`config.mk`:
```
export PLATFORM = sky130hd
export DESIGN_NAME = mem_arbiter
export DESIGN_NICKNAME = d
export VERILOG_FILES = /design/src/rtl/mem_arb_pkg.sv /design/src/rtl/mem_arb_tagpipe.sv /design/src/rtl/mem_arbiter.sv
export SDC_FILE = /design/constraint.sdc
export NUM_CORES = 1
export LEC_CHECK = 0
export BUFFER_PORTS_ARGS = -buffer_cell sky130_fd_sc_hd__buf_2
export CORE_MARGIN = 3
export CORE_UTILIZATION = 45
export DETAILED_ROUTE_END_ITERATION = 10
export PLACE_DENSITY_LB_ADDON = 0.05
export SLEW_MARGIN = 40
export SYNTH_ARGS = -nofsm -noshare
export SYNTH_HDL_FRONTEND = slang
export SYNTH_HIERARCHICAL = 1
export SYNTH_SLANG_ARGS = --single-unit
```
`constraint.sdc`:
```
create_clock -name clk -period 2.5 [get_ports clk]
set_clock_uncertainty 0.2 [all_clocks]
set_input_delay 0.5 -clock clk [delete_from_list [all_inputs] [get_ports clk]]
set_output_delay 0.5 -clock clk [all_outputs]
set_load 0.03 [all_outputs]
```
`src/rtl/mem_arb_pkg.sv`:
```
// Shared types for the IF/MEM single-port memory arbiter: requester owners,
// priority states, in-flight read tags and the fetch access width.
package mem_arb_pkg;

  typedef enum logic {
    OWN_IF = 1'b0,
    OWN_D  = 1'b1
  } owner_e;

  typedef enum logic {
    PRIO_D  = 1'b0,
    PRIO_IF = 1'b1
  } state_e;

  typedef struct packed {
    logic   valid;
    owner_e owner;
  } tag_t;

  localparam logic [2:0] W_WORD = 3'b010;

endpackage

```
`src/rtl/mem_arb_tagpipe.sv`:
```
// Fixed-latency shift register of read tags; the tail entry says which
// requester owns the memory read data arriving this cycle.
module mem_arb_tagpipe
  import mem_arb_pkg::*;
#(
  parameter int LATENCY = 1
) (
  input  logic clk,
  input  logic rst,
  input  logic push_i,
  input  logic push_d_i,
  input  logic kill_if_i,
  output logic if_done_o,
  output logic d_done_o
);

  tag_t pipe_q [LATENCY];
  tag_t pipe_d [LATENCY];
  tag_t tail;

  // Shift one stage per cycle; a kill drops every fetch tag, including the one being pushed.
  always_comb begin
    pipe_d[0].owner = push_d_i ? OWN_D : OWN_IF;
    pipe_d[0].valid = push_i && !(kill_if_i && !push_d_i);
    for (int i = 1; i < LATENCY; i++) begin
      pipe_d[i].owner = pipe_q[i-1].owner;
      pipe_d[i].valid = pipe_q[i-1].valid && !(kill_if_i && pipe_q[i-1].owner == OWN_IF);
    end
  end

  always_ff @(posedge clk) begin
    if (rst) begin
      for (int i = 0; i < LATENCY; i++) begin
        pipe_q[i] <= '0;
      end
    end else begin
      pipe_q <= pipe_d;
    end
  end

  // The tail is also subject to a same-cycle flush so no stale fetch reaches IF.
  assign tail      = pipe_q[LATENCY-1];
  assign if_done_o = tail.valid && (tail.owner == OWN_IF) && !kill_if_i;
  assign d_done_o  = tail.valid && (tail.owner == OWN_D);

endmodule

```
`src/rtl/mem_arbiter.sv`:
```
// Single-port memory arbiter between fetch (IF) and data (MEM) stages with a
// starvation guard for fetch and tag-based routing of read responses.
module mem_arbiter
  import mem_arb_pkg::*;
#(
  parameter int LATENCY      = 1,
  parameter int STARVE_LIMIT = 4
) (
  input  logic        clk,
  input  logic        rst,
  input  logic        if_req,
  input  logic [31:0] if_addr,
  input  logic        if_flush,
  output logic        if_gnt,
  output logic        if_rvalid,
  output logic [31:0] if_rdata,
  input  logic        d_req,
  input  logic        d_we,
  input  logic [2:0]  d_width,
  input  logic [31:0] d_addr,
  input  logic [31:0] d_wdata,
  output logic        d_gnt,
  output logic        d_rvalid,
  output logic [31:0] d_rdata,
  output logic        mem_we,
  output logic [2:0]  mem_width,
  output logic [31:0] mem_addr,
  output logic [31:0] mem_wdata,
  input  logic [31:0] mem_rdata
);

  localparam logic [3:0] LIMIT = 4'(STARVE_LIMIT);

  state_e      state_q, state_d;
  logic [3:0]  starve_q, starve_d;
  logic [31:0] addr_q, if_rdata_q, d_rdata_q;
  logic        if_win, d_win, if_done, d_done;
  logic        unused_addr_bits;

  assign unused_addr_bits = ^{if_addr[1:0], d_addr[1:0]};

  always_comb begin
    if_win = 1'b0;
    d_win  = 1'b0;
    if (rst) begin
      if_win = 1'b0;
      d_win  = 1'b0;
    end else if (state_q == PRIO_IF) begin
      if_win = if_req;
      d_win  = d_req && !if_req;
    end else begin
      d_win  = d_req;
      if_win = if_req && !d_req;
    end
  end

  assign if_gnt = if_win;
  assign d_gnt  = d_win;

  // Count consecutive denied fetch cycles; reaching the limit hands IF priority for one grant.
  always_comb begin
    starve_d = 4'd0;
    state_d  = state_q;
    if (if_req && !if_win) begin
      starve_d = (starve_q >= LIMIT) ? LIMIT : starve_q + 4'd1;
    end else begin
      starve_d = 4'd0;
    end
    case (state_q)
      PRIO_D:  state_d = (starve_d == LIMIT) ? PRIO_IF : PRIO_D;
      PRIO_IF: state_d = (if_win || !if_req) ? PRIO_D : PRIO_IF;
      default: state_d = PRIO_D;
    endcase
  end

  always_comb begin
    mem_we    = 1'b0;
    mem_width = 3'b000;
    mem_addr  = addr_q;
    mem_wdata = 32'h0000_0000;
    if (rst) begin
      mem_addr = 32'h0000_0000;
    end else if (if_win) begin
      mem_width = W_WORD;
      mem_addr  = {2'b00, if_addr[31:2]};
    end else if (d_win) begin
      mem_we    = d_we;
      mem_width = d_width;
      mem_addr  = {2'b00, d_addr[31:2]};
      mem_wdata = d_wdata;
    end else begin
      mem_addr = addr_q;
    end
  end

  mem_arb_tagpipe #(
    .LATENCY (LATENCY)
  ) u_tagpipe (
    .clk       (clk),
    .rst       (rst),
    .push_i    (if_win || (d_win && !d_we)),
    .push_d_i  (d_win),
    .kill_if_i (if_flush),
    .if_done_o (if_done),
    .d_done_o  (d_done)
  );

  assign if_rvalid = !rst && if_done;
  assign d_rvalid  = !rst && d_done;
  assign if_rdata  = rst ? 32'h0000_0000 : (if_rvalid ? mem_rdata : if_rdata_q);
  assign d_rdata   = rst ? 32'h0000_0000 : (d_rvalid ? mem_rdata : d_rdata_q);

  always_ff @(posedge clk) begin
    if (rst) begin
      state_q    <= PRIO_D;
      starve_q   <= 4'd0;
      addr_q     <= 32'h0000_0000;
      if_rdata_q <= 32'h0000_0000;
      d_rdata_q  <= 32'h0000_0000;
    end else begin
      state_q    <= state_d;
      starve_q   <= starve_d;
      addr_q     <= mem_addr;
      if_rdata_q <= if_rdata;
      d_rdata_q  <= d_rdata;
    end
  end

endmodule

```
==> flow_summary.json, run 1 <==
{
  "outcome": "complete, but fails checks",
  "failing_checks": "negative setup slack",
  "dp_hpwl_um": 10400,
  "hold_class": "in -> reg",
  "finalNetCount": 937,
  "initial_core_util_pct": 46.8,
  "max_freq_mhz": 400,
  "setup_viol": 1,
  "synth_largest_type_area_fraction_pct": 42.1,
  "worst_path_max_delay_cell": "dfxtp_2",
  "avgSynthCellArea_um2": 9.26,
  "async_reset_ff_share_pct": 0,
  "synth_enable_flop_cells": 0,
  "die-area_um2": 12200,
  "critPathArrivalTime_ps": 1800,
  "synth_area_um2": 4900,
  "fp-row-count": 37,
  "cts_tree": "yes",
  "post-layout-total-power_uw": 3660,
  "vias_after_detailed_routing": 4874,
  "grt_first_pass_wirelength_um": 21300,
  "fin_hold_ws_ps": 167,
  "slew_violations": 0,
  "most_area_consuming_cells_after_synthesis": "dfxtp_1 (42%), mux2i_1 (19%), a221o_1 (12%), nor2_1 (12%), and2_1 (4.7%)",
  "place_congestion": 0.789,
  "detail_route.wirelength_um": 15900,
  "yosysMostFrequentCell": "nor2_1",
  "clock_latency_ps": 350,
  "seq_area_frac_synth_pct": 42.1,
  "worst-path-max-fanout": 11,
  "worst-slew-pin-transition_ps": 519,
  "drive_gt1_share_pct": 44.8,
  "worstSetupStartpointType": "flop",
  "hold_viol": 0,
  "vdd.ir_drop.worst_uv": 369,
  "grt-ovfl-total": 0,
  "tritoncts_num_sinks": 103,
  "dominantRegCellSynth": "dfxtp_1",
  "number_of_antenna_violations_at_the_first_check_in_global_routing": 1,
  "rsz0062_at_grt": "yes",
  "slew_headroom_pct": 65.4,
  "seq_power_share_pct": 47.0,
  "most_instantiated_cells_after_synthesis": "nor2_1 (159), dfxtp_1 (103), mux2i_1 (94), a221o_1 (60), and2_1 (37)",
  "fp.dieH_um": 110,
  "cts_inserted_buffers": 9,
  "drt_iter0_markers": 307,
  "pin_count": 273,
  "synth_seq_cells": 103,
  "finalCriticalPeriod_ps": 2500,
  "worst_setup_slack_after_layout_ps": -0.238,
  "route.detailed.wl_per_inst_um": 16.9,
  "total_net_switching_power_uw": 1090,
  "number_of_vias_per_cell_after_detailed_routing": 5.18,
  "synth.yosys.warnings": 6,
  "number_of_nets_still_failing_antenna_checks_after_routing": 0,
  "synth_nets": 667,
  "cp_top_family": "simple AND/OR/NAND/NOR gates",
  "power.density_cell_area_nw_per_um2": 491,
  "synth_cells": 529,
  "min_period_over_period_pct": 100,
  "critPathRequiredTime_ps": 1800,
  "port_buffers": 268,
  "first_global_vias": 4307,
  "critical_path_most_common_cell": "buf_6",
  "placeableCoreArea_um2": 10500,
  "leakage_uw": 0.00352,
  "cts_root_buffer": "clkbuf_8",
  "power.switching_fraction_pct": 29.8,
  "critical-path-max-stage-delay_ps": 330,
  "yosys.area.top_type": "dfxtp_1",
  "fillCellCount": 836,
  "grt_util_all_layers_pct": 22.3,
  "detailedRoute.firstPassIterationCount": 4,
  "timing.critical_path.cells": "and2b_2 -> nor3b_4 -> buf_6 -> buf_12 -> a221o_1 -> buf_6",
  "die_width_um": 110,
  "grt_start_max_net_pins": 133,
  "area_growth_syn_to_layout_pct": 52.0,
  "comb_power_share_pct": 23.6,
  "internal_power_uw": 2570,
  "power.clock.fraction_pct": 29.4,
  "crit_path_end_kind": "output port",
  "timing_worst_setup_path_type": "reg -> out",
  "timing.critical_path.buf_inv": 3,
  "drcViolationCount": 0,
  "number_of_distinct_standard_cells_referenced_by_the_synthesized_netlist": 25,
  "maximum_capacitance_violations": 0,
  "ctsHtreeMaxLevel": 3,
  "clock_pin_transition_on_the_worst_setup_and_hold_timing_paths_ps": 110,
  "clock_path_buffers": 2
}
[per-layer routing]
metal | track usage, % | vias to the layer above | part of all wire, %
met2 | 38.6 | 170 | 51
met3 | 6.81 | 15 | 8.7
li1 | - | 2393 | -
met5 | 0 | - | 0
met1 | 26.1 | 2296 | 39
met4 | 7.56 | 0 | 1.4
[logic make-up (layout without fill, tap and decap cells)]
kind of cell / count (synthesis) / in the layout / synth area share, %
other: 1 / 2 / 0.0765
multiplexers: 94 / 94 / 19.2
AO/OA/AOI/OAI: 66 / 66 / 13.1
flip-flops: 103 / 103 / 42.1
adder cells (fa/ha/maj): 1 / 1 / 0.255
buffers and inverters: 51 / 326 / 5.64
AND/OR/NAND/NOR: 213 / 213 / 19.6
[layout by cell type, fill, tap and decap left out, types with 3 or more instances in the layout]
cell type and n:
nor3b_1 5, a221o_1 60, nor3b_4 3, dfxtp_2 3
nor2_1 158, clkbuf_8 9, buf_12 8, dfxtp_1 100
clkbuf_16 7, buf_6 34, inv_1 3, nor2b_1 4
and2_1 36, buf_4 36, mux2i_1 68, mux2i_4 15
buf_2 218, mux2i_2 11
[stage by stage]
stage	util, %	cells	setup slack (ps)	TNS [ps]	area (um^2)
global placement	60.7	897	28.0	0	6350
CTS	64.8	921	-8.03	-24.5	6780
detailed placement	60.7	897	-2.94	-2.94	6350
global route	71.2	941	-96.2	-3300	7450
floorplan	-	529	-100	-201	4900
finish	71.2	941	-0.238	-0.238	7450
[area by class of cell]
cell class / count / area (um^2) / share of cell area, %
clock inverter: 7 / 78.8 / 1.06
sequential: 103 / 2070 / 27.7
multi-input combinational: 375 / 2820 / 37.9
antenna: 1 / 2.50 / 0.0336
inverter: 3 / 11.3 / 0.151
timing repair buffer: 307 / 2170 / 29.2
tap: 136 / 170 / 2.28
clock buffer: 9 / 124 / 1.66
[flip-flops by register name, summed over array words and instances (netlist names)]
register / count
d_rdata_q: 32
addr_q: 32
if_rdata_q: 32
starve_q: 4
state_q: 1
u_tagpipe/pipe_q: 2
[repair_timing]
action | in CTS | in global routing
endpoints found under the setup margin | 37 | 91
setup buffers | 5 | 12
hold buffers | 0 | 0
gates resized for setup | 34 | 123
pin swaps | 2 | 28
endpoints found under the hold margin | 0 | 0
gates cloned | 3 | 7
[worst paths after layout]
check | from | endpoint | slack (ps) | cells after the start
max | state_q | mem_addr[7] | -0.2 | 6
min | if_addr[6] | addr_q[4] | 170 | 2
min reg2reg | starve_q[0] | starve_q[0] | 270 | 1
max reg2reg | state_q | addr_q[18] | 690 | 6
[power groups by stage]
| stage | clock network (uW) | logic, uW | registers (uW) |
|---|---|---|---|
| after CTS | 1100 | 763 | 1720 |
| after detailed placement | 0 | 714 | 1750 |
| after floorplan | 0 | 460 | 1750 |
| final | 1080 | 863 | 1720 |
| after global placement | 0 | 704 | 1750 |
| after global routing | 1160 | 920 | 1720 |
(Power assumes the default switching activity.)
==> inputs of run 2 (changes only) <==
SKIP_LAST_GASP = 1   (was not set)
==> flow_summary.json, run 2 (synthesis results as in run 1) <==
{
  "hold_class": "in -> reg",
  "critical_path_most_common_cell": "buf_6",
  "pin_count": 273,
  "grt_first_pass_wirelength_um": 21300,
  "worst_setup_slack_after_layout_ps": -3.43,
  "maximum_capacitance_violations": 0,
  "clock_path_buffers": 2,
  "area_growth_syn_to_layout_pct": 48.9,
  "final_cell_mix": "buf_2 (235), nor2_1 (159), dfxtp_1 (102)",
  "crit_path_end_kind": "output port",
  "drt_iter0_markers": 315,
  "origin_of_the_worst_min_delay_path": "if_addr[7]",
  "stdcell_area_um2": 7300,
  "first_global_vias": 4305,
  "die_width_um": 110,
  "number_of_vias_per_cell_after_detailed_routing": 5.22,
  "hold_viol": 0,
  "critPathRequiredTime_ps": 1800,
  "clock_latency_ps": 350,
  "fp-row-count": 37,
  "ff_latch_area_um2": 2060,
  "stdcell_count": 935,
  "slew_headroom_pct": 66.5,
  "rsz0062_at_grt": "yes",
  "min_period_over_period_pct": 100,
  "finalNetCount": 931,
  "detailedRoute.firstPassIterationCount": 4,
  "vdd.ir_drop.worst_uv": 368,
  "route.detailed.wl_per_inst_um": 17.1,
  "clock_pin_transition_on_the_worst_setup_and_hold_timing_paths_ps": 100,
  "leakage_uw": 0.00349,
  "reg2reg_from": "state_q",
  "grt_util_all_layers_pct": 22.3,
  "worstSetupStartpoint": "state_q",
  "timing_worst_setup_path_type": "reg -> out",
  "number_of_nets_still_failing_antenna_checks_after_routing": 0,
  "place_congestion": 0.789,
  "timing.critical_path.cells": "and2b_2 -> nor3b_4 -> buf_6 -> buf_12 -> a221o_1 -> buf_6",
  "failing_checks": "negative setup slack",
  "drcViolationCount": 0,
  "cts_tree": "yes",
  "slew_violations": 0,
  "outcome": "complete, but fails checks",
  "mostFrequentLayoutCell": "buf_2",
  "port_buffers": 268,
  "fp.dieH_um": 110,
  "pre_cts_slack_ps": -2.94,
  "post_dp_cell_area_um2": 6350,
  "worstSetupStartpointType": "flop",
  "placeableCoreArea_um2": 10500,
  "placed_cells": 897,
  "grt_start_max_net_pins": 133,
  "largest_registers_ranked_by_flip_flop_count": "addr_q x32, d_rdata_q x32, if_rdata_q x32",
  "finalCriticalPeriod_ps": 2500,
  "cts_inserted_buffers": 9,
  "grt-ovfl-total": 0,
  "die-area_um2": 12200,
  "power.density_cell_area_nw_per_um2": 499,
  "fillCellCount": 849,
  "number_of_antenna_violations_at_the_first_check_in_global_routing": 1,
  "detail_route.wirelength_um": 16000,
  "cts_root_buffer": "clkbuf_8",
  "max_freq_mhz": 399,
  "dp_hpwl_um": 10400,
  "initial_core_util_pct": 46.8,
  "vias_after_detailed_routing": 4882,
  "tritoncts_num_sinks": 103,
  "critical-path-max-stage-delay_ps": 330,
  "ctsHtreeMaxLevel": 3,
  "setup_viol": 1,
  "critPathArrivalTime_ps": 1800,
  "worst_path_max_delay_cell": "dfxtp_2",
  "multiInputGateArea_um2": 2760,
  "drive_gt1_share_pct": 43.7,
  "worst-path-max-fanout": 11,
  "worst-slew-pin-transition_ps": 502
}
-- run 2: cell count changes in the layout (fill, tap and decap cells not counted), moves of 4 or more --
| cell | delta |
|---|---|
| buf_2 | +17 |
| buf_4 | -21 |
| buf_6 | -5 |
| mux2i_2 | +4 |
| mux2i_4 | -6 |
-- run 2: cell type report --
class                      instances  area share (%)
antenna                            1          0.0343
tap                              136            2.33
sequential                       103            28.3
inverter                           3           0.154
clock inverter                     7            1.08
clock buffer                       9            1.70
multi-input combinational        375            37.8
timing repair buffer             301            28.6
-- run 2: metrics by stage --
stage | utilization (%) | total power [uW] | hold slack, ps | setup TNS, ps
2_1_floorplan | - | 2210 | 225 | -201
3_3_place_gp | 60.7 | 2460 | 240 | 0
3_5_place_dp | 60.7 | 2470 | 258 | -2.94
4_1_cts | 64.6 | 3580 | 146 | -238
5_1_grt | 69.7 | 3790 | 153 | -4410
6_report | 69.7 | 3640 | 168 | -3.43
-- run 2: where the power goes --
part           switching [uW]  internal, uW
combinational             467           382
sequential               17.1          1700
clock                     597           476
-- run 2: worst paths after layout --
path / to / slack [ps] / cells past startpoint
setup / recovery: mem_addr[7] / -3 / 6
hold / removal: addr_q[5] / 170 / 2
setup reg to reg: addr_q[18] / 690 / 6
hold reg to reg: starve_q[0] / 270 / 1
-- run 2: routing by layer --
| metal | vias to the layer above | GRT usage [%] | routed length (um) |
|---|---|---|---|
| met5 | - | 0 | 0 |
| met4 | 0 | 7.56 | 301 |
| met3 | 20 | 6.81 | 1400 |
| met2 | 171 | 38.6 | 8050 |
| met1 | 2306 | 26.1 | 6230 |
| li1 | 2385 | - | - |
-- run 2: worst max-delay path: cells and delay by family, from the launching register on --
family	cells	cell delay, ps
AND/OR/NAND/NOR	2	500
flip-flops	1	330
AO/OA/AOI/OAI	1	180
buffers and inverters	3	430
-- run 2: repair_timing --
item / in CTS / in global routing
cloned: 3 / 8
hold buffers: 0 / 0
setup buffers: 5 / 5
pin swaps: 2 / 26
resized for setup: 29 / 80
setup endpoints to repair: 37 / 87
